<file path="config.mk">
export PLATFORM = sky130hd
export DESIGN_NAME = spi_port_tx
export DESIGN_NICKNAME = d
export VERILOG_FILES = /design/src/rtl/router_pkg.sv /design/src/rtl/spi_clk_div.sv /design/src/rtl/spi_port_tx.sv
export SDC_FILE = /design/constraint.sdc
export NUM_CORES = 1
export LEC_CHECK = 0
export CAP_MARGIN = 0
export CORE_MARGIN = 8
export CORE_UTILIZATION = 50
export CTS_BUF_LIST = sky130_fd_sc_hd__clkbuf_8 sky130_fd_sc_hd__clkbuf_16
export DETAILED_ROUTE_END_ITERATION = 12
export PLACE_DENSITY_LB_ADDON = 0.1
export SETUP_SLACK_MARGIN = 0.5
export SLEW_MARGIN = 10
export SYNTH_ARGS = -nofsm -noshare
export SYNTH_HDL_FRONTEND = slang
export SYNTH_HIERARCHICAL = 1
export SYNTH_SLANG_ARGS = --single-unit
</file>
<file path="constraint.sdc">
create_clock -name clock -period 2.4 [get_ports clock]
set_input_delay 0.36 -clock clock [delete_from_list [all_inputs] [get_ports clock]]
set_output_delay 0.36 -clock clock [all_outputs]
set_load 0.02 [all_outputs]
</file>
<file path="src/rtl/router_pkg.sv">
// Shared router SPI definitions: FSM encodings, default frame width
// and a counter-width helper used by the transmit and receive blocks.
package router_pkg;

  typedef enum logic [1:0] {
    IDLE  = 2'd0,
    SHIFT = 2'd1,
    GAP   = 2'd2
  } spi_state_t;

  localparam int SIZE_DEFAULT = 8;

  function automatic int cnt_w(input int n);
    return $clog2(n) + 1;
  endfunction

endpackage

</file>
<file path="src/rtl/spi_clk_div.sv">
// HALF-cycle tick generator; tick is high in the last cycle of each
// half-period and the count restarts on tick or clear.
module spi_clk_div
  import router_pkg::*;
#(
  parameter int HALF = 2
) (
  input  logic clock,
  input  logic reset,
  input  logic clear,
  output logic tick
);

  localparam int DW = cnt_w(HALF);

  logic [DW-1:0] cnt;

  assign tick = (cnt == DW'(HALF - 1));

  always_ff @(posedge clock) begin
    if (reset || clear || tick)
      cnt <= '0;
    else
      cnt <= cnt + DW'(1);
  end

endmodule

</file>
<file path="src/rtl/spi_port_tx.sv">
// SPI mode-0 master for the router egress path: serialises the active
// port's byte MSB first on a per-port chip select.
module spi_port_tx
  import router_pkg::*;
#(
  parameter int size = SIZE_DEFAULT,
  parameter int HALF = 2
) (
  input  logic            clock,
  input  logic            reset,
  input  logic            port1,
  input  logic            port2,
  input  logic [size-1:0] port1Data,
  input  logic [size-1:0] port2Data,
  output logic            sclk,
  output logic            mosi,
  output logic            cs1_n,
  output logic            cs2_n,
  output logic            busy,
  output logic            done
);

  localparam int BW = cnt_w(size);

  spi_state_t      state;
  logic [size-1:0] sreg;
  logic [BW-1:0]   bits;
  logic            tick;
  logic            clear;

  // Divider is held at zero while idle so SHIFT starts on a fresh half.
  assign clear = (state == IDLE);

  spi_clk_div #(
    .HALF(HALF)
  ) u_div (
    .clock(clock),
    .reset(reset),
    .clear(clear),
    .tick (tick)
  );

  always_ff @(posedge clock) begin
    if (reset) begin
      state <= IDLE;
      sreg  <= '0;
      bits  <= '0;
      sclk  <= 1'b0;
      mosi  <= 1'b0;
      cs1_n <= 1'b1;
      cs2_n <= 1'b1;
      busy  <= 1'b0;
      done  <= 1'b0;
    end else begin
      done <= 1'b0;
      unique case (state)
        IDLE: begin
          if (port1 || port2) begin
            sreg  <= port1 ? port1Data : port2Data;
            mosi  <= port1 ? port1Data[size-1]
                           : port2Data[size-1];
            cs1_n <= ~port1;
            cs2_n <= port1;
            busy  <= 1'b1;
            bits  <= BW'(size - 1);
            state <= SHIFT;
          end
        end
        SHIFT: begin
          if (tick) begin
            if (!sclk) begin
              sclk <= 1'b1;
            end else if (bits == '0) begin
              sclk  <= 1'b0;
              mosi  <= 1'b0;
              cs1_n <= 1'b1;
              cs2_n <= 1'b1;
              done  <= 1'b1;
              state <= GAP;
            end else begin
              // Rotate so the next bit always sits at size-2.
              sclk <= 1'b0;
              sreg <= {sreg[size-2:0], sreg[size-1]};
              mosi <= sreg[size-2];
              bits <= bits - BW'(1);
            end
          end
        end
        GAP: begin
          if (tick) begin
            busy  <= 1'b0;
            state <= IDLE;
          end
        end
        default: state <= IDLE;
      endcase
    end
  end

endmodule

</file>
==> metrics.md <==
| Metric | Value |
|---|---|
| Fin util | roughly two thirds |
| Final hold viol count | 0 |
| FF/Latch Area | ~440 um^2 |
| Port Buf Inserts | 25 |
| Overall power | 878 uW |
| Area share of the largest cell type after synthesis | between 30 and 40% |
| Crit path required time | 2540 ps |
| Max-Cap Viols | 0 |
| Initial antenna violation count | 0 |
| Synth cell types | 37 |
| YS warnings | 6 |
| Final-report max-slew violation count | 0 |
| Worst-path clk slew | roughly 80 ps |
| Layout cells sized above 1 | 13.0% |
| Outcome | finished, final reports clean |
| Post-Syn Area | roughly 1200 um^2 |
| CTS Buffer Depth | 2 |
| Area grow syn2layout | 24.3% |
| Register share of total power | between 40% and 50% |
| Root Driver | clkbuf_8 |
| Final worst-path cycle share | 73.7% |
| EDFF count, synth | 0 |
| Dpl hpwl | 1930 um |
| CTS Buf Count | 3 |
| Cells after DPL | around 180 |
| Power share of the combinational group | 22.8% |
| Global-route wire length before repair | 4300 um |
| Sw Share | 27.7% |
| Routed wire per std cell | 14.1 um |
| Via/cell ratio | 5.73 |
| Top_reg_cell synth | dfxtp_1 |
| ANT cells | 0 |
| Synth async-reset ratio | 0% |
| CTS Sinks | 22 |
| Row count | 17 |
| Rel. slew slack | between 60 and 70% |
| Worst setup path class | reg2reg |
| Worst min path class | reg2reg |
| VDD IR-drop max | 0.407 mV |
| Worst Tran Pin Value | around 570 ps |
| H-tree Lvls | 1 |
| Top post-synthesis cells by area | dfxtp_1 37%, mux2i_1 6.7%, o2111ai_1 5.1%, a21oi_1 4.6%, o21ai_1 4.2% |
| Worst-Skew Late Latency | roughly 260 ps |
| WP buf/inv | 0 |
| Clk pwr share | 29.9% |
| Final GP Congestion | 0.799 |
| Hold_buf cts | 0 |
| Pwr/cell area | around 590 nW/um^2 |
| RSZ-0062 raised after global routing | false |
| IO Pins | 26 |
| FILL cells | 196 |
| DR vias | 1042 |
| Internal power | approximately 630 uW |
| Critical path arrival | 1910 ps |
| Slowest CP cell | dfxtp_1 |
| Final Critical Period | 1770 ps |
| Synth Instances | around 130 |
| Fin nets | about 180 |
| FMAX | 565 MHz |
| Core area | ~2200 um^2 |
| WHS | roughly 440 ps |
| Post-Route WL | 2570 um |
| Worst setup EP type | register |
| Iteration-0 DRC Markers | 34 |
| Syn_area_per_cell | 9.03 um^2 |
| Final setup viols | 0 |
| Routed Antenna Nets | 0 |
| Startpoint type of the worst setup path | register |
| R2R Setup Slk | 630 ps |
| Cell taking the most area after synthesis | dfxtp_1 |
| Fin cells | 182 |
| Horiz. Die Dim | 64.8 um |
| Gr usage total | between 10% and 20% |
| NetSw | roughly 240 uW |
| Multi-input combinational cell area | 672 um^2 |
| Syn Nets | between 150 and 200 |
| TritonCTS clock tree | built |
| Setup TNS | 0 ps |
| Die Y | 64.8 um |
| Vias in the first global route | 950 |
| Crit-path cells | ha_1 > nand4b_2 > o31a_1 > nor4_1 > a21oi_1 |
| Setup Skew | 1.05 ps |
| Critical Path Fanout Max | 11 |
| Largest net degree at the start of global routing | 20 |
| FF+latch count, synth | 22 |
| Drt drc | 0 |
| P_leak | 0.000550 uW |
| Die area | between 4000 and 5000 um^2 |
| Largest delay share family, worst path | simple AND/OR/NAND/NOR gates |
| DR pass1 iterations | 4 |
| Register area share after synthesis | about 37% |
| Grt total ovfl | 0 |
| CP peak stage delay | approximately 360 ps |
| Initial Utilization | 53.4% |
per-stage QoR:
step           worst slack, ps  area, um^2
3_3_place_gp               549        1430
3_5_place_dp               503        1430
5_1_grt                    511        1480
6_report                   631        1480
2_1_floorplan              934        1190
4_1_cts                    580        1480
Yosys cell counts, drive strengths merged (2+ instances only):
| cell | number |
|---|---|
| ha | 2 |
| o21ai | 11 |
| inv | 4 |
| a211oi | 2 |
| a21oi | 13 |
| nand3 | 2 |
| mux2i | 8 |
| nand2 | 13 |
| nand2b | 3 |
| nor2 | 14 |
| dfxtp | 22 |
| o2111ai | 7 |
| nor3 | 2 |
| nor4 | 5 |
| o31a | 2 |
| clkbuf | 2 |
| buf | 7 |
routing by layer:
layer	global-route usage [%]	up-vias	wire length (um)
met1	15.0	484	1240
li1	-	533	-
met2	20.2	21	1200
met3	2.41	4	102
met5	0	-	0
met4	4.09	0	28
sequential cells by signal, summed over array words and instances (netlist names):
| name | cells |
|---|---|
| bits | 4 |
| busy | 1 |
| cs1_n | 1 |
| cs2_n | 1 |
| done | 1 |
| mosi | 1 |
| sclk | 1 |
| sreg | 8 |
| state | 2 |
| u_div/cnt | 2 |
cell type report:
type,instances,share of cell area [%]
Inverter,4,1.01
Multi-Input combinational cell,97,45.3
Sequential cell,22,29.7
Timing Repair Buffer,27,17.9
Tap cell,28,2.36
Clock buffer,4,3.71
layout by cell type (no fill, tap or decap), drive strengths merged, types with 2 or more instances in the layout:
cell	count
nor2	14
nor4	5
nand2	13
o31a	2
dfxtp	22
o2111ai	7
nand2b	3
clkdlybuf4s50	25
inv	4
clkbuf	4
nand3	2
ha	2
mux2i	8
a211oi	2
a21oi	13
nor3	2
buf	2
o21ai	11
cells by family (layout without fill, tap and decap cells):
logic type / count (synthesis) / count (layout) / share of synthesized area, %
flip-flops: 22 / 22 / 36.9
AND/OR/NAND/NOR: 45 / 45 / 22.5
multiplexers: 9 / 9 / 7.66
AO/OA/AOI/OAI: 40 / 40 / 23.2
XOR/XNOR: 1 / 1 / 0.735
adder cells (fa/ha/maj): 2 / 2 / 2.10
buffers and inverters: 13 / 35 / 6.92
worst paths after layout:
check,cells past startpoint,from,endpoint
min,1,u_div/cnt[0],u_div/cnt[0]
max reg2reg,5,u_div/cnt[0],cs2_n
min reg2reg,1,u_div/cnt[0],u_div/cnt[0]
max,5,u_div/cnt[0],cs2_n
worst reg2reg max path, stage by stage, from the launching register on:
cell and delay, ps:
dfxtp_1 360, ha_1 340, nand4b_2 260, o31a_1 310
nor4_1 310, a21oi_1 70
power groups by stage:
stage               logic [uW]  clock network, uW  registers, uW
CTS                        201                263            415
detailed placement         200                  0            424
global route               219                274            419
global placement           195                  0            422
finish                     200                262            415
floorplan                  134                  0            423
timing repair:
item	CTS	global route
gates resized for setup	0	1
endpoints found under the setup margin	0	9
buffers inserted	0	0
Note: power is estimated with default switching activity, not from simulation.
